<file path="config.mk">
export PLATFORM = sky130hd
export DESIGN_NAME = booth_mult
export DESIGN_NICKNAME = d
export VERILOG_FILES = /design/src/rtl/mult_pkg.sv /design/src/rtl/booth_step.sv /design/src/rtl/booth_mult.sv
export SDC_FILE = /design/constraint.sdc
export NUM_CORES = 1
export LEC_CHECK = 0
export ABC_CLOCK_PERIOD_IN_PS = 10470
export CAP_MARGIN = 20
export CORE_MARGIN = 1.5
export CORE_UTILIZATION = 59
export DETAILED_ROUTE_END_ITERATION = 10
export PLACE_DENSITY_LB_ADDON = 0.15
export SETUP_SLACK_MARGIN = 0.02
export SYNTH_ARGS = -nofsm -noshare
export SYNTH_HDL_FRONTEND = slang
export SYNTH_SLANG_ARGS = --single-unit
</file>
<file path="constraint.sdc">
create_clock -name clk -period 10.47 [get_ports clk]
set_input_delay 1.5705 -clock clk [delete_from_list [all_inputs] [get_ports clk]]
set_output_delay 1.5705 -clock clk [all_outputs]
set_load 0.005 [all_outputs]
</file>
<file path="src/rtl/mult_pkg.sv">
// Shared types and constants for the sequential Booth multiplier.
package mult_pkg;

  localparam int WIDTH_D = 32;
  localparam int CNT_W_D = 6;
  localparam int SIGNED_STEPS = WIDTH_D;
  localparam int UNSIGNED_STEPS = WIDTH_D + 1;

  typedef enum logic [1:0] {
    IDLE,
    RUN,
    FINISH
  } state_e;

  typedef enum logic [1:0] {
    OP_NOP,
    OP_ADD,
    OP_SUB
  } booth_op_e;

  function automatic booth_op_e booth_op(
    input logic q0,
    input logic q_1
  );
    booth_op_e op;
    unique case ({q0, q_1})
      2'b01:   op = OP_ADD;
      2'b10:   op = OP_SUB;
      default: op = OP_NOP;
    endcase
    return op;
  endfunction

endpackage

</file>
<file path="src/rtl/booth_step.sv">
// One radix-2 Booth iteration: conditional add/sub of M into A,
// then arithmetic right shift of {A,Q,q_1}.
module booth_step
  import mult_pkg::*;
#(
  parameter int AW = 33,
  parameter int QW = 32
) (
  input  logic [AW-1:0] a_i,
  input  logic [QW-1:0] q_i,
  input  logic          q_1_i,
  input  logic [AW-1:0] m_i,
  output logic [AW-1:0] a_o,
  output logic [QW-1:0] q_o,
  output logic          q_1_o
);

  logic [AW-1:0] sum;

  always_comb begin
    sum = a_i;
    unique case (booth_op(q_i[0], q_1_i))
      OP_ADD:  sum = a_i + m_i;
      OP_SUB:  sum = a_i - m_i;
      default: sum = a_i;
    endcase
  end

  assign a_o   = {sum[AW-1], sum[AW-1:1]};
  assign q_o   = {sum[0], q_i[QW-1:1]};
  assign q_1_o = q_i[0];

endmodule

</file>
<file path="src/rtl/booth_mult.sv">
// Multi-cycle signed Booth multiplier writing HI/LO (MIPS MULT).
// Define MULTU_EN to add the isUnsigned port and MULTU support.
module booth_mult
  import mult_pkg::*;
#(
  parameter int WIDTH = WIDTH_D,
  parameter int CNT_W = CNT_W_D
) (
  input  logic             clk,
  input  logic             reset,
  input  logic [WIDTH-1:0] srcA,
  input  logic [WIDTH-1:0] srcB,
  input  logic             multCtrl,
`ifdef MULTU_EN
  input  logic             isUnsigned,
`endif
  output logic             busy,
  output logic             done,
  output logic [WIDTH-1:0] hi,
  output logic [WIDTH-1:0] lo
);

`ifdef MULTU_EN
  localparam int QW = WIDTH + 1;
`else
  localparam int QW = WIDTH;
`endif

  state_e           state_q, state_d;
  logic [WIDTH:0]   a_q, a_d;
  logic [WIDTH:0]   m_q, m_d;
  logic [QW-1:0]    q_q, q_d;
  logic             q1_q, q1_d;
  logic [CNT_W-1:0] cnt_q, cnt_d;
  logic             uns_q, uns_d;
  logic             busy_q, busy_d;
  logic             done_q, done_d;
  logic [WIDTH-1:0] hi_q, hi_d;
  logic [WIDTH-1:0] lo_q, lo_d;

  logic [WIDTH:0]   a_n;
  logic [QW-1:0]    q_n;
  logic             q1_n;
  logic             ld_uns;
  logic [CNT_W-1:0] last_cnt;
  logic [WIDTH-1:0] res_hi, res_lo;

  booth_step #(
    .AW(WIDTH + 1),
    .QW(QW)
  ) u_step (
    .a_i  (a_q),
    .q_i  (q_q),
    .q_1_i(q1_q),
    .m_i  (m_q),
    .a_o  (a_n),
    .q_o  (q_n),
    .q_1_o(q1_n)
  );

`ifdef MULTU_EN
  assign ld_uns = isUnsigned;

  // Unsigned runs one extra step, so the product sits one bit lower.
  always_comb begin
    if (uns_q) begin
      res_hi = {a_q[WIDTH-2:0], q_q[WIDTH]};
      res_lo = q_q[WIDTH-1:0];
    end else begin
      res_hi = a_q[WIDTH-1:0];
      res_lo = q_q[WIDTH:1];
    end
  end
`else
  assign ld_uns = 1'b0;
  assign res_hi = a_q[WIDTH-1:0];
  assign res_lo = q_q;
`endif

  assign last_cnt = uns_q ? CNT_W'(WIDTH) : CNT_W'(WIDTH - 1);

  always_comb begin
    state_d = state_q;
    a_d     = a_q;
    m_d     = m_q;
    q_d     = q_q;
    q1_d    = q1_q;
    cnt_d   = cnt_q;
    uns_d   = uns_q;
    busy_d  = busy_q;
    done_d  = 1'b0;
    hi_d    = hi_q;
    lo_d    = lo_q;
    if (multCtrl) begin
      a_d     = '0;
      q_d     = QW'(srcB);
      q1_d    = 1'b0;
      m_d     = ld_uns ? {1'b0, srcA} : {srcA[WIDTH-1], srcA};
      cnt_d   = '0;
      uns_d   = ld_uns;
      busy_d  = 1'b1;
      state_d = RUN;
    end else begin
      unique case (state_q)
        IDLE: ;
        RUN: begin
          a_d   = a_n;
          q_d   = q_n;
          q1_d  = q1_n;
          cnt_d = cnt_q + CNT_W'(1);
          if (cnt_q == last_cnt) state_d = FINISH;
        end
        FINISH: begin
          hi_d    = res_hi;
          lo_d    = res_lo;
          done_d  = 1'b1;
          busy_d  = 1'b0;
          state_d = IDLE;
        end
        default: state_d = IDLE;
      endcase
    end
  end

  always_ff @(posedge clk) begin
    if (reset) begin
      state_q <= IDLE;
      a_q     <= '0;
      m_q     <= '0;
      q_q     <= '0;
      q1_q    <= 1'b0;
      cnt_q   <= '0;
      uns_q   <= 1'b0;
      busy_q  <= 1'b0;
      done_q  <= 1'b0;
      hi_q    <= '0;
      lo_q    <= '0;
    end else begin
      state_q <= state_d;
      a_q     <= a_d;
      m_q     <= m_d;
      q_q     <= q_d;
      q1_q    <= q1_d;
      cnt_q   <= cnt_d;
      uns_q   <= uns_d;
      busy_q  <= busy_d;
      done_q  <= done_d;
      hi_q    <= hi_d;
      lo_q    <= lo_d;
    end
  end

  assign busy = busy_q;
  assign done = done_q;
  assign hi   = hi_q;
  assign lo   = lo_q;

endmodule

</file>
## Yosys cells after proc, flatten, opt, wreduce, memory -nomap -nowiden

Index checks and enable logic that the tools add are counted.

- $add $sub $neg: 3
- Equality and inequality tests: 10
- Muxes and demuxes: 10
- Bitwise gates (word level): 2
- Reductions and logical operators: 7

Operators with widths:

| cell | number |
|---|---|
| one-hot mux 33 bit (2 select lines) | 1 |
| two-way mux 32 bit | 2 |
| adder 32 x 32 -> 33 bit | 1 |
| subtractor 32 x 32 -> 33 bit | 1 |
| one-hot mux 2 bit (2 select lines) | 2 |
| adder 6 x 1 -> 6 bit, second input constant | 1 |
| == test 2 x 1 -> 1 bit, second input constant | 3 |
| == test 2 bit, second input constant | 3 |
| == test 6 x 5 -> 1 bit, second input constant | 1 |
| AND reduction 2 bit | 3 |
| two-way mux 1 bit | 4 |
| != test 2 bit, second input constant | 2 |
| nonzero test 2 bit | 2 |
| != test 3 bit, second input constant | 1 |
| zero test 2 bit | 1 |
| two-way mux 2 bit | 1 |
| inverter 1 bit | 2 |
| OR reduction 2 bit | 1 |

- Register bits after elaboration: 171
- Output and inout port bits: 66

## Longest topological paths before layout

- Word-level depth: 6
- Depth in mapped cells: 17
- Gate-level depth less buffers: 17

## Modules after synthesis

From an unflattened synthesis, not the netlist that was laid out.

- Cell total of the unflattened synthesis: 1,241
- Area total of the unflattened synthesis: 9,424.0 sq um

Modules (own cells, without submodules):

| module | times used | cells each | area each (sq um) | seq. area each (sq um) |
|---|---|---|---|---|
| booth_mult | 1 | 753 | 6,274.8 | 3,443.3 |
| booth_step | 1 | 488 | 3,149.3 | 0.0 |

## Worst setup path before layout

OpenSTA, ideal clock, no wires.

- Kind: register -> register
- Start point: register m_q[2]
- End point: register a_q[29]
- Arrival: 3.652 ns
- Slack: 6.684 ns
- Stages on the path, launching flop included: 17
- Path buffers: 0
- Path through: dfxtp_1 > or3_4 > nor4_1 > nand2_1 > nor2_1 > a31oi_1 > xnor2_1 > ha_1 > a21oi_1 > o21a_1 > a211oi_1 > a211oi_1 > a21oi_1 > or3b_2 > a21oi_1 > xor2_1 > a21oi_1

- Cells in the longest elaborated chain, start to end: 2
- Elaborated cells on any way between the ends: 3

Ends and longest elaborated chain:

| item | RTL line | RTL |
|---|---|---|
| start, declared | booth_mult.sv:31 | `logic [WIDTH:0] m_q, m_d;` |
| start signal, assigned | booth_mult.sv:141 | `m_q <= m_d;` |
| subtractor 32 x 32 -> 33 bit or adder 32 x 32 -> 33 bit (tied branches) | booth_step.sv:24, booth_step.sv:23 |  |
| one-hot mux 33 bit (2 select lines) (*) | booth_step.sv:22 | `unique case (booth_op(q_i[0], q_1_i))` |
| end signal, assigned | booth_mult.sv:128 | `a_q <= '0;` |
| end signal, assigned | booth_mult.sv:140 | `a_q <= a_d;` |
| end, declared | booth_mult.sv:30 | `logic [WIDTH:0] a_q, a_d;` |

Every way passes the cells marked *; elsewhere a longest branch is shown, timed or not.
A chain may end at the register's enable or synchronous reset.

## Final worst setup path

Same ends and word-level chain as after synthesis.

==> results.md <==
- Outcome: finished, final reports clean
- Clock power frac: 0.388
- Int Pwr: 1.10 mW
- Hold Path Class: flop to flop
- Setup_tns: 0 ns
- Clock Path Buffers: 2
- Setup Skew: 0.0108 ns
- CP endpoint kind: flop
- Via count: 7554
- Normalized max-slew margin: 0.387
- Startpoint Class: flop
- Fill cells: 1058
- MaxCap Viol Count: 0
- GRT met1 Usage: 0.367
- Site row count: 43
- Worst-path clk slew: 0.07 ns
- Most used flip-flop cell after synthesis: dfxtp_1
- Inserted Clock Buffers: 17
- Busiest layer in global routing: met2
- N_diodes: 0
- Comb pwr share: 0.170
- Grt total ovfl: 0
- CP arrival: 4.95 ns
- Syn Inst Count: 1011
- Post-synth net total: 1114
- Final Critical Period: 4.66 ns
- WS Path Type: flop to flop
- H-tree Lvls: 4
- Total Wirelength: 20.0 mm
- Net Switching: 463 µW
- Leakage: 4.12 nW
- Reg power frac: 0.442
- Crit path largest cell delay: 0.70 ns
- Achievable Freq: 0.215 GHz
- Hold Fails Final Rpt: 0
- EDFF count, synth: 0
- Hold-fix buffers, CTS: 0
- Clk_lat worst skew: 0.43 ns
- Initial antenna violation count: 0
- Storage element area: 3420 µm²
- Post-route DRC: 0
- Syn_area_per_cell: 8.47 µm²
- Multi-input gate area: 4810 µm²
- Drt pass-1 iters: 6
- Final Total Pwr: 1.57 mW
- FFs w/ async S/R, synth: 0
- Post-DRT Antenna Nets: 0
- Met2 Usage GRT: 0.428
- Final period utilization: 0.445
- Pin count of the biggest net entering global routing: 70
- Final setup violation count: 0
- CTS root buf: clkbuf_16
- DRT iter0 DRCs: 601
- Seq cells post-synth: 171
- Tightest Pin Transition: 0.911 ns
- Fin nets: 1209
- PwrDens: 149 nW/µm²
- Postcts setup bufs: 0
- Crit-path cells: or3_4, nor4_1, nand2_1, nor2_1, a31oi_1, xnor2_1, ha_1, a21oi_1, o21a_1, a211oi_1, a211oi_1, a21oi_1, or3b_2, a21oi_1, xor2_1, a21oi_1
- Slowest stage cell on the critical path: nor4_1
- Vias in the first global route: 6680
- Final Util: 0.747
- Drt via density: 5.82
- Area growth syn-to-layout: 22.5%
- I/O pin count: 133
- Placer Congestion: 0.902
- Ys Warns: 0
- Layout cells sized above 1: 0.0536
- Hold Slack: 0.455 ns
- Post-synthesis cell type count: 56
- GRT Total Usage: 0.265
- Die W: 123 µm
- First-pass GRT wire length: 32.1 mm
- Port buffer count: 132
- Detailed Place HPWL: 13.7 mm
- Post-CTS sizing: 0
- CTS tree: built
- Switching share of total power: 0.295
- Die Ht: 123 µm
- Cell Area, Synth: 8560 µm²
- Critical Path RT: 10.76 ns
- Die ar.: 15200 µm²
- Clock sinks: 171
- Slew Limit Fails: 0
- Placed instance count: 1267
- RSZ-0062 raised after global routing: false
- Met3 GRT Util: 0.0517
- Most frequent CP cell: a21oi_1
- Drt wl/cell: 15.4 µm
- Critical path peak fanout: 7
- Layout Cells excl Fill: 1299
- Initial Util: 0.610
- Core area: 14000 µm²
- Sequential area share after synthesis: 0.400
- Maximum vdd drop: 0.108 mV
-- metal layers --
layer  vias to the layer above  wire length (µm)
met2                       251              9190
met4                         0               168
met5                         -                 0
met1                      3503              9510
li1                       3786                 -
met3                        14              1190
-- worst max-delay path: cells and delay by family, from the launching register on --
| kind | cells | cell delay, ns |
|---|---|---|
| simple gates | 5 | 2.14 |
| xor+xnor | 2 | 0.32 |
| fa+ha+maj | 1 | 0.34 |
| flops | 1 | 0.35 |
| compound gates | 8 | 1.38 |
-- state kept, by name (all words and copies together) (netlist names) --
signal	count
state_q	2
a_q	32
m_q	32
lo	32
busy	1
done	1
hi	32
q1_q	1
cnt_q	6
q_q	32
-- worst paths after layout --
path | from | to | slack, ns | cells after the start
worst min-delay path | busy | busy | 0.46 | 1
worst max register to register | m_q[2] | a_q[29] | 5.81 | 16
worst min register to register | busy | busy | 0.46 | 1
worst max-delay path | m_q[2] | a_q[29] | 5.81 | 16
-- power by group through the flow --
stage | logic [mW] | clock network, mW | registers (mW)
finish | 0.267 | 0.608 | 0.692
global route | 0.295 | 0.646 | 0.695
CTS | 0.265 | 0.614 | 0.692
detailed placement | 0.262 | 0 | 0.706
global placement | 0.258 | 0 | 0.706
floorplan | 0.199 | 0 | 0.700
-- cells in the final DEF (no fill, tap or decap), drive strengths merged, types with 4 or more instances in the layout --
master	netlist	layout
a211oi	9	9
a21o	13	13
a21oi	127	127
a22o	64	64
a31oi	8	8
buf	19	11
clkbuf	45	17
clkdlybuf4s50	0	130
clkinv	0	5
dfxtp	171	171
ha	35	35
inv	18	26
mux2i	38	38
nand2	111	111
nand2b	9	9
nand3	12	12
nand3b	9	9
nand4	9	9
nor2	121	121
nor3	13	13
nor3b	5	5
nor4	6	6
o211ai	21	21
o21ai	43	43
o21bai	4	4
or3	5	5
xnor2	42	42
xor2	18	18
-- kinds of logic after synthesis --
kind of cell,Yosys count,synth area share
buffers and inverters,83,0.0406
xor gates and xnor gates,60,0.0614
muxes,39,0.0457
adders and majority gates,36,0.0535
DFF,171,0.400
AOI/OAI and AO/OA,306,0.230
and+or+nand+nor,316,0.169
-- layout make-up --
class / count / share of cell area
clock buffer: 17 / 0.0406
clock inverter: 15 / 0.0141
inverter: 18 / 0.00644
multi-input combinational: 757 / 0.459
sequential: 171 / 0.326
tap: 180 / 0.0215
timing repair buffer: 141 / 0.132
-- metrics by stage --
stage	area, µm²	setup WS (ns)
after global routing	10500	5.44
final	10500	5.81
after detailed placement	9910	5.96
after global placement	9910	6.07
after floorplan	8560	6.68
after CTS	10500	5.81
-- cell usage after synthesis (21+ instances only) --
library cell,n,area [µm²]
dfxtp_1,171,3420
a21oi_1,126,631
nor2_1,121,454
nand2_1,111,417
a22o_1,64,561
clkbuf_1,45,169
o21ai_0,42,210
xnor2_1,42,368
mux2i_1,38,380
ha_1,35,438
o211ai_1,21,158
No activity file was read; power rests on OpenSTA's default activity.
